<file path="src/rtl/fv_req_scheduler_if.sv">
// Request-scheduler bus: request FIFO pop side, bank busy flags, issue outputs and statistics.
// FIFO handshake: the scheduler pulses fifo_rinc only while fifo_empty=0; the FIFO answers with fifo_valid (plus tag/addr) exactly one cycle later.
interface fv_req_scheduler_if #(
  parameter int NUM_BANKS = 4,
  parameter int ADDR_W    = 10,
  parameter int TAG_W     = 2,
  parameter int CNT_W     = 16
);
  localparam int SEL_W   = $clog2(NUM_BANKS);
  localparam int LADDR_W = ADDR_W - SEL_W;

  logic                 fifo_empty;
  logic                 fifo_valid;
  logic [TAG_W-1:0]     fifo_tag;
  logic [ADDR_W-1:0]    fifo_addr;
  logic                 fifo_rinc;
  logic [NUM_BANKS-1:0] bank_busy;
  logic [NUM_BANKS-1:0] issue_valid;
  logic [TAG_W-1:0]     issue_tag;
  logic [LADDR_W-1:0]   issue_addr;
  logic [CNT_W-1:0]     issue_count;
  logic [CNT_W-1:0]     stall_count;
  logic                 idle;
  logic [1:0]           state_dbg;

  modport master (
    input  fifo_empty, fifo_valid, fifo_tag, fifo_addr, bank_busy,
    output fifo_rinc, issue_valid, issue_tag, issue_addr, issue_count, stall_count, idle, state_dbg
  );

  modport slave (
    output fifo_empty, fifo_valid, fifo_tag, fifo_addr, bank_busy,
    input  fifo_rinc, issue_valid, issue_tag, issue_addr, issue_count, stall_count, idle, state_dbg
  );
endinterface

</file>
<file path="src/rtl/fv_req_scheduler.sv">
// Pops one FV request at a time from the request FIFO and issues it to its SRAM bank,
// waiting while the bank is busy or was hit by an issue in the previous cycle.
module fv_req_scheduler #(
  parameter int NUM_BANKS = 4,
  parameter int ADDR_W    = 10,
  parameter int TAG_W     = 2,
  parameter int CNT_W     = 16
) (
  input logic clk,
  input logic reset,
  fv_req_scheduler_if.master bus
);
  localparam int SEL_W   = $clog2(NUM_BANKS);
  localparam int LADDR_W = ADDR_W - SEL_W;

  typedef enum logic [1:0] {
    IDLE  = 2'd0,
    WAIT  = 2'd1,
    ISSUE = 2'd2
  } state_t;

  state_t               state_q, state_d;
  logic [TAG_W-1:0]     hold_tag_q;
  logic [SEL_W-1:0]     hold_sel_q;
  logic [LADDR_W-1:0]   hold_addr_q;
  logic [NUM_BANKS-1:0] guard_q;
  logic [NUM_BANKS-1:0] issue_valid_q;
  logic [TAG_W-1:0]     issue_tag_q;
  logic [LADDR_W-1:0]   issue_addr_q;
  logic [CNT_W-1:0]     issue_cnt_q;
  logic [CNT_W-1:0]     stall_cnt_q;
  logic                 blocked;
  logic                 rinc;
  logic                 do_capture;
  logic                 do_issue;
  logic                 do_stall;

  // guard_q mirrors last cycle's issue pulse, so a bank is never hit by two consecutive pulses
  assign blocked = bus.bank_busy[hold_sel_q] | guard_q[hold_sel_q];

  always_comb begin
    state_d    = state_q;
    rinc       = 1'b0;
    do_capture = 1'b0;
    do_issue   = 1'b0;
    do_stall   = 1'b0;
    case (state_q)
      IDLE: begin
        if (!bus.fifo_empty) begin
          rinc    = 1'b1;
          state_d = WAIT;
        end
      end
      WAIT: begin
        if (bus.fifo_valid) begin
          do_capture = 1'b1;
          state_d    = ISSUE;
        end else begin
          state_d = IDLE;
        end
      end
      ISSUE: begin
        if (blocked) begin
          do_stall = 1'b1;
        end else begin
          do_issue = 1'b1;
          if (!bus.fifo_empty) begin
            rinc    = 1'b1;
            state_d = WAIT;
          end else begin
            state_d = IDLE;
          end
        end
      end
      default: state_d = IDLE;
    endcase
  end

  always_ff @(posedge clk or negedge reset) begin
    if (!reset) begin
      state_q       <= IDLE;
      hold_tag_q    <= '0;
      hold_sel_q    <= '0;
      hold_addr_q   <= '0;
      guard_q       <= '0;
      issue_valid_q <= '0;
      issue_tag_q   <= '0;
      issue_addr_q  <= '0;
      issue_cnt_q   <= '0;
      stall_cnt_q   <= '0;
    end else begin
      state_q       <= state_d;
      guard_q       <= issue_valid_q;
      issue_valid_q <= '0;
      if (do_capture) begin
        hold_tag_q  <= bus.fifo_tag;
        hold_sel_q  <= bus.fifo_addr[SEL_W-1:0];
        hold_addr_q <= bus.fifo_addr[ADDR_W-1:SEL_W];
      end
      if (do_issue) begin
        issue_valid_q <= NUM_BANKS'(1) << hold_sel_q;
        issue_tag_q   <= hold_tag_q;
        issue_addr_q  <= hold_addr_q;
        issue_cnt_q   <= issue_cnt_q + CNT_W'(1);
      end
      if (do_stall && (stall_cnt_q != '1)) begin
        stall_cnt_q <= stall_cnt_q + CNT_W'(1);
      end
    end
  end

  // The pop strobe is decided combinationally, so it is forced low while reset is held
  assign bus.fifo_rinc   = rinc & reset;
  assign bus.issue_valid = issue_valid_q;
  assign bus.issue_tag   = issue_tag_q;
  assign bus.issue_addr  = issue_addr_q;
  assign bus.issue_count = issue_cnt_q;
  assign bus.stall_count = stall_cnt_q;
  assign bus.idle        = (state_q == IDLE);
  assign bus.state_dbg   = state_q;
endmodule

</file>
<file path="src/flat_wrapper.sv">
// flat-port wrapper written by rule: the top's interface ports become plain ports
module fv_req_scheduler_flat 
#(
  parameter int NUM_BANKS = 4,
  parameter int ADDR_W    = 10,
  parameter int TAG_W     = 2,
  parameter int CNT_W     = 16
)
  (clk, reset, bus_fifo_empty, bus_fifo_valid, bus_fifo_tag, bus_fifo_addr, bus_bank_busy, bus_fifo_rinc, bus_issue_valid, bus_issue_tag, bus_issue_addr, bus_issue_count, bus_stall_count, bus_idle, bus_state_dbg);
  fv_req_scheduler_if #(.NUM_BANKS(NUM_BANKS), .ADDR_W(ADDR_W), .TAG_W(TAG_W), .CNT_W(CNT_W)) bus_i ();
  input logic clk;
  input logic reset;
  input wire logic [$bits(bus_i.fifo_empty)-1:0] bus_fifo_empty;
  input wire logic [$bits(bus_i.fifo_valid)-1:0] bus_fifo_valid;
  input wire logic [$bits(bus_i.fifo_tag)-1:0] bus_fifo_tag;
  input wire logic [$bits(bus_i.fifo_addr)-1:0] bus_fifo_addr;
  input wire logic [$bits(bus_i.bank_busy)-1:0] bus_bank_busy;
  output wire logic [$bits(bus_i.fifo_rinc)-1:0] bus_fifo_rinc;
  output wire logic [$bits(bus_i.issue_valid)-1:0] bus_issue_valid;
  output wire logic [$bits(bus_i.issue_tag)-1:0] bus_issue_tag;
  output wire logic [$bits(bus_i.issue_addr)-1:0] bus_issue_addr;
  output wire logic [$bits(bus_i.issue_count)-1:0] bus_issue_count;
  output wire logic [$bits(bus_i.stall_count)-1:0] bus_stall_count;
  output wire logic [$bits(bus_i.idle)-1:0] bus_idle;
  output wire logic [$bits(bus_i.state_dbg)-1:0] bus_state_dbg;
  assign bus_i.fifo_empty = bus_fifo_empty;
  assign bus_i.fifo_valid = bus_fifo_valid;
  assign bus_i.fifo_tag = bus_fifo_tag;
  assign bus_i.fifo_addr = bus_fifo_addr;
  assign bus_i.bank_busy = bus_bank_busy;
  assign bus_fifo_rinc = bus_i.fifo_rinc;
  assign bus_issue_valid = bus_i.issue_valid;
  assign bus_issue_tag = bus_i.issue_tag;
  assign bus_issue_addr = bus_i.issue_addr;
  assign bus_issue_count = bus_i.issue_count;
  assign bus_stall_count = bus_i.stall_count;
  assign bus_idle = bus_i.idle;
  assign bus_state_dbg = bus_i.state_dbg;
  fv_req_scheduler #(.NUM_BANKS(NUM_BANKS), .ADDR_W(ADDR_W), .TAG_W(TAG_W), .CNT_W(CNT_W)) u_core (.clk(clk), .reset(reset), .bus(bus_i));
endmodule
</file>
<file path="config.mk">
export PLATFORM = sky130hd
export DESIGN_NAME = fv_req_scheduler_flat
export DESIGN_NICKNAME = d
export VERILOG_FILES = /design/src/rtl/fv_req_scheduler_if.sv /design/src/rtl/fv_req_scheduler.sv /design/src/flat_wrapper.sv
export SDC_FILE = /design/constraint.sdc
export NUM_CORES = 1
export LEC_CHECK = 0
export CORE_MARGIN = 3
export CORE_UTILIZATION = 41
export CTS_CLUSTER_DIAMETER = 100
export CTS_CLUSTER_SIZE = 10
export DETAILED_ROUTE_END_ITERATION = 8
export GPL_ROUTABILITY_DRIVEN = 0
export PLACE_DENSITY = 0.72
export SETUP_SLACK_MARGIN = 0.05
export SLEW_MARGIN = 20
export SYNTH_ARGS = -nofsm -noshare
export SYNTH_HDL_FRONTEND = slang
export SYNTH_SLANG_ARGS = --single-unit
export TNS_END_PERCENT = 10
</file>
<file path="constraint.sdc">
create_clock -name clk -period 2 [get_ports clk]
set_input_delay 0.5 -clock clk [delete_from_list [all_inputs] [get_ports clk]]
set_output_delay 0.5 -clock clk [all_outputs]
set_load 0.005 [all_outputs]
</file>
==> qor.csv <==
metric,value,unit
register area,0.001605,mm2
Die Span X,87.08,um
fin util,0.6398,
Synth async-reset ratio,1.000,
Peak VDD IR,0.0008939,V
Clock Pin Slew Worst Setup and Hold Paths,0.07,ns
Final HPWL DP,4.208,mm
CTS tree,built,
Pins Over Slew Limit,0,
post-synth net total,253,
drt pass-1 iters,4,
initial core utilization,0.4396,
core area,0.006131,mm2
Final Skew,0.008922,ns
Hold Crit Class,input port to asynchronous set/reset pin,
switching part of the total,0.3055,
cell count after synthesis,231,
# DRC,0,
syn_area_per_cell,11.67,um2
Leak Pwr,1.754,nW
Num CTS Buffers,9,
Sw Pwr,1.385,mW
Total Routing Usage GR,0.1725,
Max-Cap Viols,0,
via/cell ratio,4.990,
Slew HR,0.4708,
fin crit share,1.146,
Layout fillers,502,
Port Buffers,69,
power share of the clock group,0.231,
Gate power share,0.347,
synthesis-to-finish area growth,45.54,%
min Tclk post-route,2.293,ns
RSZ-0062 raised after global routing,yes,
CP startpoint,u_core.hold_sel_q[0]$_DFFE_PN0P_,
footprint of the multi-input gates,0.001154,mm2
Critical Path Sink Type,output port,
post-synth cell types,31,
ANT cells,0,
violated checks,setup timing,
final WL,5.975,mm
DR WL/cell,14.57,um
overall die area,0.007582,mm2
CP max-delay cell,or4_4,
routed vias,2046,
clock insertion delay at the later pin of the skew report,0.34,ns
Post-CTS Hold Buffers,0,
status,"complete, but fails checks",
register area share after synthesis,0.5942,
vias in the first global route,2102,
dominant synthesized flop cell,dfrtp_1,
setup ws final,-0.2928,ns
Seq cells post-synth,64,
row count,28,
Cell Pwr Density,1155,mW/mm2
"EDFF count, synth",0,
Final setup viols,16,
"Hold Vio Cnt, Final",0,
CP max stage delay,0.56,ns
CP max FO,5,
Max Freq,436.2,MHz
CP arrival,1.79,ns
largest net degree at the start of global routing,65,
H-tree depth,3,
Detail Route Antenna Nets,0,
share of layout cells above drive strength 1,0.2209,
worst slew pin tran,0.7939,ns
WP data required,1.50,ns
initial antenna violation count,0,
Root Buffer,clkbuf_8,
Setup crit start kind,flop,
io pins,70,
FF-to-FF Start,u_core.hold_sel_q[0]$_DFFE_PN0P_,
Ys Warns,0,
WHS,0.3299,ns
global-route wire length before repair,10.03,mm
CTS max path bufs,2,
TritonCTS Sinks,64,
number of nets in the layout,352,
GR Overflow Total,0,
"Cell Area, Synth",0.002695,mm2
Pint,3.148,mW
worst path cell trace,nor4b_4 > or4_4 > nor2_4 > nor4b_2 > buf_2,
DRT iter0 DRCs,71,
critical path type,flop to output port,
sequential share of power,0.422,
die height,87.08,um
## cells by family after synthesis
logic type,synth area share
AO/OA/AOI/OAI,0.01578
XOR/XNOR,0.09100
buffers and inverters,0.01532
flip-flops,0.5942
multiplexers,0.06267
adder cells (fa/ha/maj),0.009284
AND/OR/NAND/NOR,0.2117
## flip-flops by register name (all words and copies together) (netlist names)
register                cells
u_core.bus.issue_addr       8
u_core.bus.issue_count     16
u_core.bus.issue_tag        2
u_core.bus.issue_valid      4
u_core.bus.stall_count     16
u_core.bus.state_dbg        2
u_core.guard_q              4
u_core.hold_addr_q          8
u_core.hold_sel_q           2
u_core.hold_tag_q           2
## power by group through the flow
| stage | combinational, mW | sequential, mW | clock, mW |
|---|---|---|---|
| 6_report | 1.57 | 1.91 | 1.05 |
| 5_1_grt | 1.73 | 1.96 | 1.14 |
| 4_1_cts | 1.59 | 1.91 | 1.08 |
| 3_5_place_dp | 1.47 | 1.91 | 0 |
| 3_3_place_gp | 1.45 | 1.89 | 0 |
| 2_1_floorplan | 0.681 | 1.88 | 0 |
## placed cells by master (no fill, tap or decap), types with 2 or more instances in the layout
| master | instances |
|---|---|
| clkdlybuf4s50_1 | 63 |
| dfrtp_1 | 61 |
| nand2_1 | 46 |
| buf_4 | 22 |
| xnor2_1 | 19 |
| nand3_1 | 15 |
| mux2_2 | 14 |
| nand4_1 | 12 |
| nor2_1 | 9 |
| clkbuf_8 | 9 |
| xor2_1 | 8 |
| and3_1 | 7 |
| and4_1 | 4 |
| dlygate4sd2_1 | 4 |
| clkinv_2 | 3 |
| dfrtp_2 | 3 |
| nor4b_4 | 2 |
| nand2b_1 | 2 |
| ha_1 | 2 |
| clkinvlp_4 | 2 |
| buf_2 | 2 |
| buf_6 | 2 |
## stage by stage
step	setup TNS [ns]	power [mW]	worst slack, ns	std cells	cell area (um2)
2_1_floorplan	0	2.563	0.03110	231	2740
3_3_place_gp	-14.93	3.338	-0.7344	392	3655
3_5_place_dp	-16.96	3.383	-0.9829	392	3655
4_1_cts	-3.106	4.582	-0.3298	410	3908
5_1_grt	-4.156	4.835	-0.3587	410	3923
6_report	-2.614	4.532	-0.2928	410	3923
## synth_stat cells (all sizes together), types with 3 or more instances
| cell type | count | area (um2) |
|---|---|---|
| and3 | 7 | 43.79 |
| and4 | 4 | 35.03 |
| buf | 3 | 26.27 |
| clkbuf | 3 | 11.26 |
| dfrtp | 64 | 1602 |
| mux2 | 15 | 168.9 |
| nand2 | 46 | 172.7 |
| nand3 | 15 | 75.07 |
| nand4 | 12 | 75.07 |
| nor2 | 11 | 41.29 |
| nor3 | 3 | 31.28 |
| nor4b | 3 | 26.28 |
| xnor2 | 20 | 175.2 |
| xor2 | 8 | 70.07 |
## routing by layer
layer	vias to the layer above	routed length [um]	track usage
met5	-	0	0
met4	0	73	0.05382
met3	6	397	0.05866
met2	61	2803	0.2616
met1	982	2700	0.2336
li1	997	-	-
## final cells by class
| cell class | instances | area share |
|---|---|---|
| flip-flops and latches | 64 | 0.4093 |
| multi-input cells | 160 | 0.2941 |
| repair buffers | 94 | 0.2239 |
| clock buffers | 10 | 0.03254 |
| well taps | 75 | 0.02392 |
| clock inverters | 6 | 0.01531 |
| inverters | 1 | 0.0009569 |
## worst max-delay path: cells and delay by family, from the launching register on
| family | cells | cell delay, ns |
|---|---|---|
| buffers and inverters | 1 | 0.13 |
| and+or+nand+nor | 4 | 0.86 |
| DFF | 1 | 0.47 |
## what timing repair did
action	in CTS	in global routing
setup buffers	2	0
resized for setup	21	3
pin swaps	13	6
endpoints found under the setup margin	23	32
gates cloned	0	0
## final timing paths
kind / slack [ns] / endpoint / cells after the start
max: -0.29 / bus_fifo_rinc / 5
min: 0.33 / u_core.bus.issue_count[14]$_DFFE_PN0P_ / 2
max reg2reg: -0.24 / u_core.bus.stall_count[3]$_DFFE_PN0P_ / 8
min reg2reg: 0.37 / u_core.guard_q[3]$_DFF_PN0_ / 0
max in group asynchronous: 1.08 / u_core.hold_sel_q[1]$_DFFE_PN0P_ / 2
min in group clk: 0.37 / u_core.guard_q[3]$_DFF_PN0_ / 0
No activity file was read; power rests on OpenSTA's default activity.
